[config.mk]
export PLATFORM = sky130hd
export DESIGN_NAME = fc_layer_sched
export DESIGN_NICKNAME = d
export VERILOG_FILES = /design/src/rtl/fc_layer_sched.sv
export SDC_FILE = /design/constraint.sdc
export NUM_CORES = 1
export LEC_CHECK = 0
export BUFFER_PORTS_ARGS = -buffer_cell sky130_fd_sc_hd__clkbuf_2
export CORE_AREA = 3 3 434 436
export DETAILED_ROUTE_END_ITERATION = 8
export DIE_AREA = 0 0 437 439
export SLEW_MARGIN = 20
export SYNTH_ARGS = -nofsm -noshare
export SYNTH_HDL_FRONTEND = slang
export SYNTH_SLANG_ARGS = --single-unit
[constraint.sdc]
create_clock -name clk -period 1.31 [get_ports clk]
set_input_delay 0.131 -clock clk [delete_from_list [all_inputs] [get_ports clk]]
set_output_delay 0.131 -clock clk [all_outputs]
set_load 0.03 [all_outputs]
[src/rtl/fc_layer_sched.sv]
// Sequences one fully-connected layer pass: fetch each neuron's weight row, stage MAC operands,
// capture the datapath result and hand it to the sink over a valid/ready handshake.
module fc_layer_sched #(
  parameter int N_OUT = 16,
  parameter int AW    = 4
) (
  input  logic           clk,
  input  logic           rst,
  input  logic           start,
  input  logic [255:0]   act_in,
  output logic           busy,
  output logic           done,
  output logic           w_rd_en,
  output logic [AW-1:0]  w_addr,
  input  logic [255:0]   w_data,
  input  logic [15:0]    b_data,
  output logic [255:0]   alu_a,
  output logic [255:0]   alu_w,
  output logic [15:0]    alu_b,
  input  logic [15:0]    alu_y,
  output logic           res_valid,
  input  logic           res_ready,
  output logic [AW-1:0]  res_idx,
  output logic [15:0]    res_data
);

  localparam logic [2:0] S_IDLE  = 3'd0;
  localparam logic [2:0] S_FETCH = 3'd1;
  localparam logic [2:0] S_LOAD  = 3'd2;
  localparam logic [2:0] S_CAPT  = 3'd3;
  localparam logic [2:0] S_WRITE = 3'd4;
  localparam logic [2:0] S_DONE  = 3'd5;

  localparam logic [AW-1:0] LAST_IDX = AW'(N_OUT - 1);

  logic [2:0]    state;
  logic [AW-1:0] idx;

  always_ff @(posedge clk) begin
    if (rst) begin
      state     <= S_IDLE;
      idx       <= '0;
      alu_a     <= '0;
      alu_w     <= '0;
      alu_b     <= '0;
      res_valid <= 1'b0;
      res_idx   <= '0;
      res_data  <= '0;
    end else begin
      case (state)
        S_IDLE: begin
          if (start) begin
            alu_a <= act_in;
            idx   <= '0;
            state <= S_FETCH;
          end
        end
        S_FETCH: state <= S_LOAD;
        S_LOAD: begin
          alu_w <= w_data;
          alu_b <= b_data;
          state <= S_CAPT;
        end
        S_CAPT: begin
          res_data  <= alu_y;
          res_idx   <= idx;
          res_valid <= 1'b1;
          state     <= S_WRITE;
        end
        S_WRITE: begin
          // Result stays presented until the sink takes it.
          if (res_valid && res_ready) begin
            res_valid <= 1'b0;
            if (idx == LAST_IDX) begin
              state <= S_DONE;
            end else begin
              idx   <= idx + AW'(1);
              state <= S_FETCH;
            end
          end
        end
        S_DONE:  state <= S_IDLE;
        default: state <= S_IDLE;
      endcase
    end
  end

  assign busy    = (state != S_IDLE);
  assign done    = (state == S_DONE);
  assign w_rd_en = (state == S_FETCH);
  assign w_addr  = idx;

endmodule

==> flow_metrics.tcl, run 1 <==
set metrics [dict create \
    outcome "finished with violations" \
    violations "setup timing" \
    cpMaxStageDelayCell "dfxtp_2" \
    final_antenna_net_count 0 \
    insertion_delay_ps 660 \
    slowest_delay_ps 320 \
    grt_start_max_net_pins 54 \
    die_h_um 439 \
    seq_area_um2 11260 \
    root_buffer "clkbuf_16" \
    die-area_um2 191800 \
    crit_arrival_ps 2330 \
    core-area_um2 185000 \
    final-max-slew-violation-count 0 \
    ioPinCount 1104 \
    drt_first_pass_iters 5 \
    power_density_nw_per_um2 1270 \
    die_x_um 437 \
    antenna_found_initial 39 \
    cap_viol_max_count 0 \
    fmax_mhz 572.1 \
    crit_chain "buf_6 -> buf_6 -> buf_8 -> nor2_4 -> buf_12 -> buf_16 -> buf_12 -> clkbuf_16 -> nand2_1 -> a21oi_1" \
    worstSetupPathType "flop to flop" \
    p_clk_share_pct 38.9 \
    vias 25360 \
    wl_per_cell_um 22.68 \
    rsz0062_at_grt "yes" \
    clk_pin_slew_ps 60 \
    drt_iter0_markers 1701 \
    htree_levels 3 \
    slew_headroom_pct 62.98 \
    multi_input_area_um2 9079 \
    hold_viol 0 \
    gr-usage-all-layers_pct 14.55 \
    combPwrFrac_pct 26.0 \
    wirelength_mm 153.9 \
    crit_path_start_kind "flop" \
    ys_seq_area_share_pct 58.24 \
    hpwl_mm 113.2 \
    final_core_util_pct 22.74 \
    synth_nets 2980 \
    rows 158 \
    grt_pass1_wl_mm 196.1 \
    overflow 0 \
    worstPathMaxFanout 8 \
    p_total_mw 53.45 \
    critPathRequiredTime_ps 1900 \
    ys_ff_latch 556 \
    n_fill_cell 20110 \
    drt_drc_violations_left 0 \
    p_switching_mw 17.58 \
    fin_ws_ps -437.8 \
    port_buffers 1103 \
    grt_pass1_vias 24610 \
    peakVddDrop_v 0.0008537 \
    synth_area_per_cell_um2 7.862 \
    pwr-share-seq_pct 35.1 \
    syn-instance-count 2431 \
    tns_ps -199200 \
    setup_viol 1074 \
    vias_per_cell 3.737 \
    clock-sinks 556 \
    hold_class "primary input to flop" \
    cts_tree "built" \
    initial_core_util_pct 10.33 \
    fin_nets 4777 \
    endpoint_kind "flop" \
    p_leak_nw 18.05 \
    gp_congestion 0.9477 \
    syn_area_um2 19110 \
    synth-warning-count 0 \
    swShare_pct 32.89 \
    tritoncts.num_buffers 74 \
    drive_above_1_share_pct 44.98 \
    area_growth_pct 120.1 \
    tightest_slew_ps 555.2 \
    hold_slack_ps 240.9 \
    clock_path_buffers 3 \
    synth_cell_type_count 28 \
    period_needed_ps 1748 \
    fin_skew_ps 27.00 \
    min_period_over_period_pct 133.4 \
    p_int_mw 35.88 \
]
cell families after synthesis:
family / count (synthesis) / share of synthesized area [%]
AO/OA/AOI/OAI: 562 / 14.81
adder cells (fa/ha/maj): 1 / 0.06545
AND/OR/NAND/NOR: 1126 / 22.38
flip-flops: 556 / 58.24
buffers and inverters: 186 / 4.517
per-layer routing:
metal | share of wire [%] | wire, um | up-vias | track usage (%)
met3 | 9.0 | 13800 | 282 | 4.443
met1 | 41 | 63450 | 12300 | 18.33
li1 | - | - | 11500 | -
met2 | 46 | 70510 | 1265 | 23.01
met4 | 3.9 | 6068 | 6 | 5.949
met5 | 0.025 | 38 | - | 0
worst paths after layout:
path | from | end | slack (ps) | cells past startpoint
max reg2reg | state[2]$_SDFFE_PP0P_ | alu_w[217]$_SDFFE_PP0P_ | -440 | 10
min reg2reg | alu_a[89]$_SDFFE_PP0P_ | alu_a[89]$_SDFFE_PP0P_ | 450 | 2
min | act_in[158] | alu_a[158]$_SDFFE_PP0P_ | 240 | 4
max | state[2]$_SDFFE_PP0P_ | alu_w[217]$_SDFFE_PP0P_ | -440 | 10
cell type report:
| class | count | area share (%) |
|---|---|---|
| diodes | 21 | 0.1249 |
| clock buffers | 102 | 4.942 |
| clock inverters | 30 | 0.8237 |
| inverters | 1 | 0.008921 |
| multi-input cells | 1689 | 21.58 |
| flip-flops and latches | 556 | 26.76 |
| well taps | 2480 | 7.374 |
| repair buffers | 1906 | 38.39 |
power groups by stage:
stage | combinational [mW] | sequential (mW) | clock [mW]
after global placement | 9.12 | 19.0 | 0
after detailed placement | 9.13 | 19.0 | 0
after CTS | 12.3 | 18.7 | 21.5
after global routing | 14.6 | 18.8 | 22.0
final | 13.9 | 18.8 | 20.8
after floorplan | 2.57 | 21.0 | 0
cell usage after synthesis (all sizes together):
cell type / instances / share of area, %
clkbuf: 96 / 1.9
and2: 1 / 0.033
nor4: 1 / 0.033
nor2: 6 / 0.16
dfxtp: 556 / 58
a21oi: 554 / 15
inv: 1 / 0.020
nand3: 4 / 0.10
o2111ai: 1 / 0.046
and3: 3 / 0.098
o211ai: 1 / 0.039
buf: 89 / 2.6
nand2b: 3 / 0.098
nand2: 1102 / 22
o21ai: 3 / 0.079
o311a: 1 / 0.052
nand4: 1 / 0.033
or3: 1 / 0.033
ha: 1 / 0.065
nor2b: 1 / 0.033
or3b: 1 / 0.046
a211oi: 1 / 0.039
or2: 2 / 0.065
a211o: 1 / 0.046
layout by cell type, fill, tap and decap left out, types with 5 or more instances in the layout:
cell	synthesis	final
dlygate4sd3_1	0	547
clkbuf_2	0	1041
buf_12	0	70
bufbuf_16	0	5
clkinv_2	0	7
buf_8	0	19
dfxtp_1	556	495
a21oi_2	0	189
clkinv_4	0	5
clkinvlp_4	0	6
buf_16	0	26
nand2_8	0	5
nand2_2	0	60
clkbuf_16	0	143
inv_6	0	6
dfxtp_4	0	21
nand2_1	1102	912
clkbuf_1	96	18
dfxtp_2	0	40
buf_4	2	76
clkbuf_8	0	23
nand2_4	0	125
buf_6	9	40
a21oi_1	554	365
diode_2	0	21
timing repair:
action | CTS | global route
cloned | 26 | 33
setup buffers | 47 | 30
hold endpoints to repair | 549 | 0
pin swaps | 2 | 203
hold buffers | 547 | 0
gates resized for setup | 344 | 588
endpoints found under the setup margin | 1102 | 1110
metrics by stage:
step	setup WS, ps	instances	instance area (um^2)
floorplan	0.1041	2431	19240
CTS	-514.7	6712	39030
detailed placement	-306.9	5960	28430
global placement	-306.8	5960	28430
global route	-527.8	6781	42070
finish	-437.8	6785	42080
registers in the layout, summed over array words and instances (netlist names):
signal and flops:
alu_a 256, alu_b 16, alu_w 256, res_data 16, res_idx 4, res_valid 1, state 3, w_addr 4
critical path, delay by kind of cell, from the launching register on:
family                 cells  cell delay [ps]
AO/OA/AOI/OAI              1              120
buffers and inverters      7             1060
flip-flops                 1              320
AND/OR/NAND/NOR            2              150
No activity file was read; power rests on OpenSTA's default activity.
==> inputs of run 2 (changes only) <==
ABC_AREA = 1   (was unset)
CORE_AREA = 3 3 431 433   (was 3 3 434 436)
DIE_AREA = 0 0 434 436   (was 0 0 437 439)
SLEW_MARGIN = 40   (was 20)
==> run 2 against run 1 <==
The flow still finishes with violations (setup timing); sequential share of layout area shrank 0.76 points; die area is 1.4% lower; area after synthesis rose by 4.5%; total power is 25% higher; cell area grew 2.9%; worst setup slack worse by 8.4 ps; critical path type unchanged; largest cell class unchanged; highest routed layer unchanged.
==> flow_metrics.tcl, run 2 <==
set metrics [dict create \
    area_growth_pct 116.9 \
    r2r_end "alu_w[77]$_SDFFE_PP0P_" \
    drive_above_1_share_pct 47.24 \
    endpoint "alu_w[77]$_SDFFE_PP0P_" \
    tns_ps -191630 \
    period_needed_ps 1756 \
    synthTopCellsByCount "nor2_1, dfxtp_1, o21ai_1" \
    rrSetupSlack_ps -450 \
    antenna_found_initial 24 \
    vias 25210 \
    fin_ws_ps -446.3 \
    grt_pass1_wl_mm 184.1 \
    wl_per_cell_um 20.72 \
    slew_headroom_pct 64.16 \
    fmax_mhz 569.4 \
    synth_area_per_cell_um2 8.179 \
    fin_skew_ps 37.24 \
    cap_viol_max_count 0 \
    largestRegisters "alu_a: 256 flops, alu_w: 256 flops" \
    final-max-slew-violation-count 0 \
    vias_per_cell 3.730 \
    ys.flop_type "dfxtp_1" \
    setup_viol 1107 \
    pre_cts_ws_ps -658.7 \
    gr-usage-all-layers_pct 13.62 \
    synth-warning-count 0 \
    synth_cell_type_count 25 \
    violations "setup timing" \
    drt_drc_violations_left 0 \
    crit_start "state[2]$_SDFFE_PP0P_" \
    wirelength_mm 140.1 \
    ys_ff_latch 556 \
    synth_most_common_cell "nor2_1" \
    root_buffer "clkbuf_16" \
    tritoncts.num_buffers 70 \
    insertion_delay_ps 680 \
    htree_levels 3 \
    syn-instance-count 2442 \
    min_period_over_period_pct 134.1 \
    clock_path_buffers 3 \
    die_h_um 436 \
    port_buffers 1103 \
    initial_core_util_pct 10.94 \
    worstSetupPathType "flop to flop" \
    power_density_nw_per_um2 1540 \
    grt_pass1_vias 24840 \
    synth_edf_count 0 \
    layout_commonest_cell "clkbuf_2" \
    die-area_um2 189200 \
    clock-sinks 556 \
    yosysTopAreaCell "dfxtp_1" \
    grt_start_max_net_pins 51 \
    drt_first_pass_iters 5 \
    synthTopCellsByArea "dfxtp_1, nor2_1, o21ai_1" \
    final_core_util_pct 23.74 \
    dp.cells 5935 \
    drt_iter0_markers 1366 \
    tightest_slew_ps 537.5 \
    rsz0062_at_grt "yes" \
    clk_pin_slew_ps 60 \
    yosys.area.top_type_share_pct 55.73 \
    layout_common_cells "clkbuf_2, dlygate4sd3_1, dfxtp_1, nor2_1, inv_1" \
    rows 157 \
    crit_path_start_kind "flop" \
    hold_slack_ps 229.6 \
    synth_nets 2991 \
    critPathRequiredTime_ps 1860 \
    fin_nets 4858 \
    final_antenna_net_count 0 \
    ioPinCount 1104 \
    crit_arrival_ps 2310 \
    ys_seq_area_share_pct 55.73 \
    fin_area_um2 43320 \
    hold_viol 0 \
    postPlaceCellArea_um2 29110 \
    gp_congestion 0.9259 \
    hpwl_mm 98.49 \
    cts_tree "built" \
    p_total_mw 66.72 \
    core-area_um2 182500 \
    async_reset_ff_share_pct 0 \
    p_leak_nw 18.88 \
    hold_class "primary input to flop" \
    finalNonFillerCells 6759 \
    worstPathMaxFanout 5 \
    die_x_um 434 \
    outcome "finished with violations" \
    r2r-start "state[2]$_SDFFE_PP0P_" \
    syn_area_um2 19970 \
    overflow 0 \
    peakVddDrop_v 0.0009926 \
    worst-r2r-cell-count 9 \
    endpoint_kind "flop" \
]
[run 2: cell count changes in the layout (fill, tap and decap cells not counted), moves of 141 or more]
cell     change
a21oi_1    -141
a21oi_2    -155
inv_1      +263
nand2_1    -896
nor2_1     +384
o21ai_1    +195
o21ai_2    +174
[run 2: worst max-delay path, stage by stage (launching register included)]
cell	delay [ps]
dfxtp_4	350
nor2_4	140
buf_12	120
nand2_8	80
buf_8	160
buf_16	140
buf_8	130
buf_16	130
o21ai_0	300
nor2_2	110
[run 2: final cells by class]
cell class,count,area (um^2)
diodes,15,37.54
clock buffers,94,1972
clock inverters,28,396.6
fillers,19280,139200
inverters,268,1035
multi-input cells,1437,8806
flip-flops and latches,556,11260
well taps,2385,2984
repair buffers,1976,16820
[run 2: logic make-up (layout without fill, tap and decap cells)]
family	after synthesis	count (layout)	share of synthesized area, %
other	0	15	0
DFF	556	556	55.73
xor gates and xnor gates	1	1	0.04386
buffers and inverters	449	2366	11.63
and+or+nand+nor	622	622	11.90
adders and majority gates	1	1	0.06263
AOI/OAI and AO/OA	813	813	20.64
[run 2: where the power goes]
part | internal [mW] | switching, mW | total, mW
registers | 19.4 | 2.01 | 21.4
logic | 10.3 | 14.6 | 24.9
clock network | 11.9 | 8.50 | 20.4
total | 41.6 | 25.1 | 66.7
[run 2: how the worst min path moves through the flow]
stage                     depth (start not counted)  slack (ps)                       end  startpoint
after floorplan                                   1         200    res_valid$_SDFFE_PP0P_         rst
after global placement                            3         350  res_data[7]$_SDFFE_PP0P_    alu_y[7]
after detailed placement                          3         370  res_data[7]$_SDFFE_PP0P_    alu_y[7]
after CTS                                         4         120    alu_w[44]$_SDFFE_PP0P_  w_data[44]
after global routing                              4         200  res_data[3]$_SDFFE_PP0P_    alu_y[3]
final                                             4         230    alu_w[17]$_SDFFE_PP0P_  w_data[17]
[run 2: repair_timing]
action                                  in CTS  in global routing
endpoints found under the setup margin    1108               1111
setup buffers                               73                 29
resized for setup                          643                459
hold endpoints to repair                   551                  0
pin swaps                                  164                100
hold buffers                               547                  0
gates cloned                                54                 26
[run 2: metal layers]
| metal | up-vias | GRT usage (%) | share of wire (%) |
|---|---|---|---|
| li1 | 11650 | - | - |
| met4 | 2 | 5.946 | 4.5 |
| met1 | 12120 | 16.43 | 41 |
| met3 | 312 | 3.829 | 7.8 |
| met5 | - | 0 | 0.0093 |
| met2 | 1130 | 22.47 | 47 |
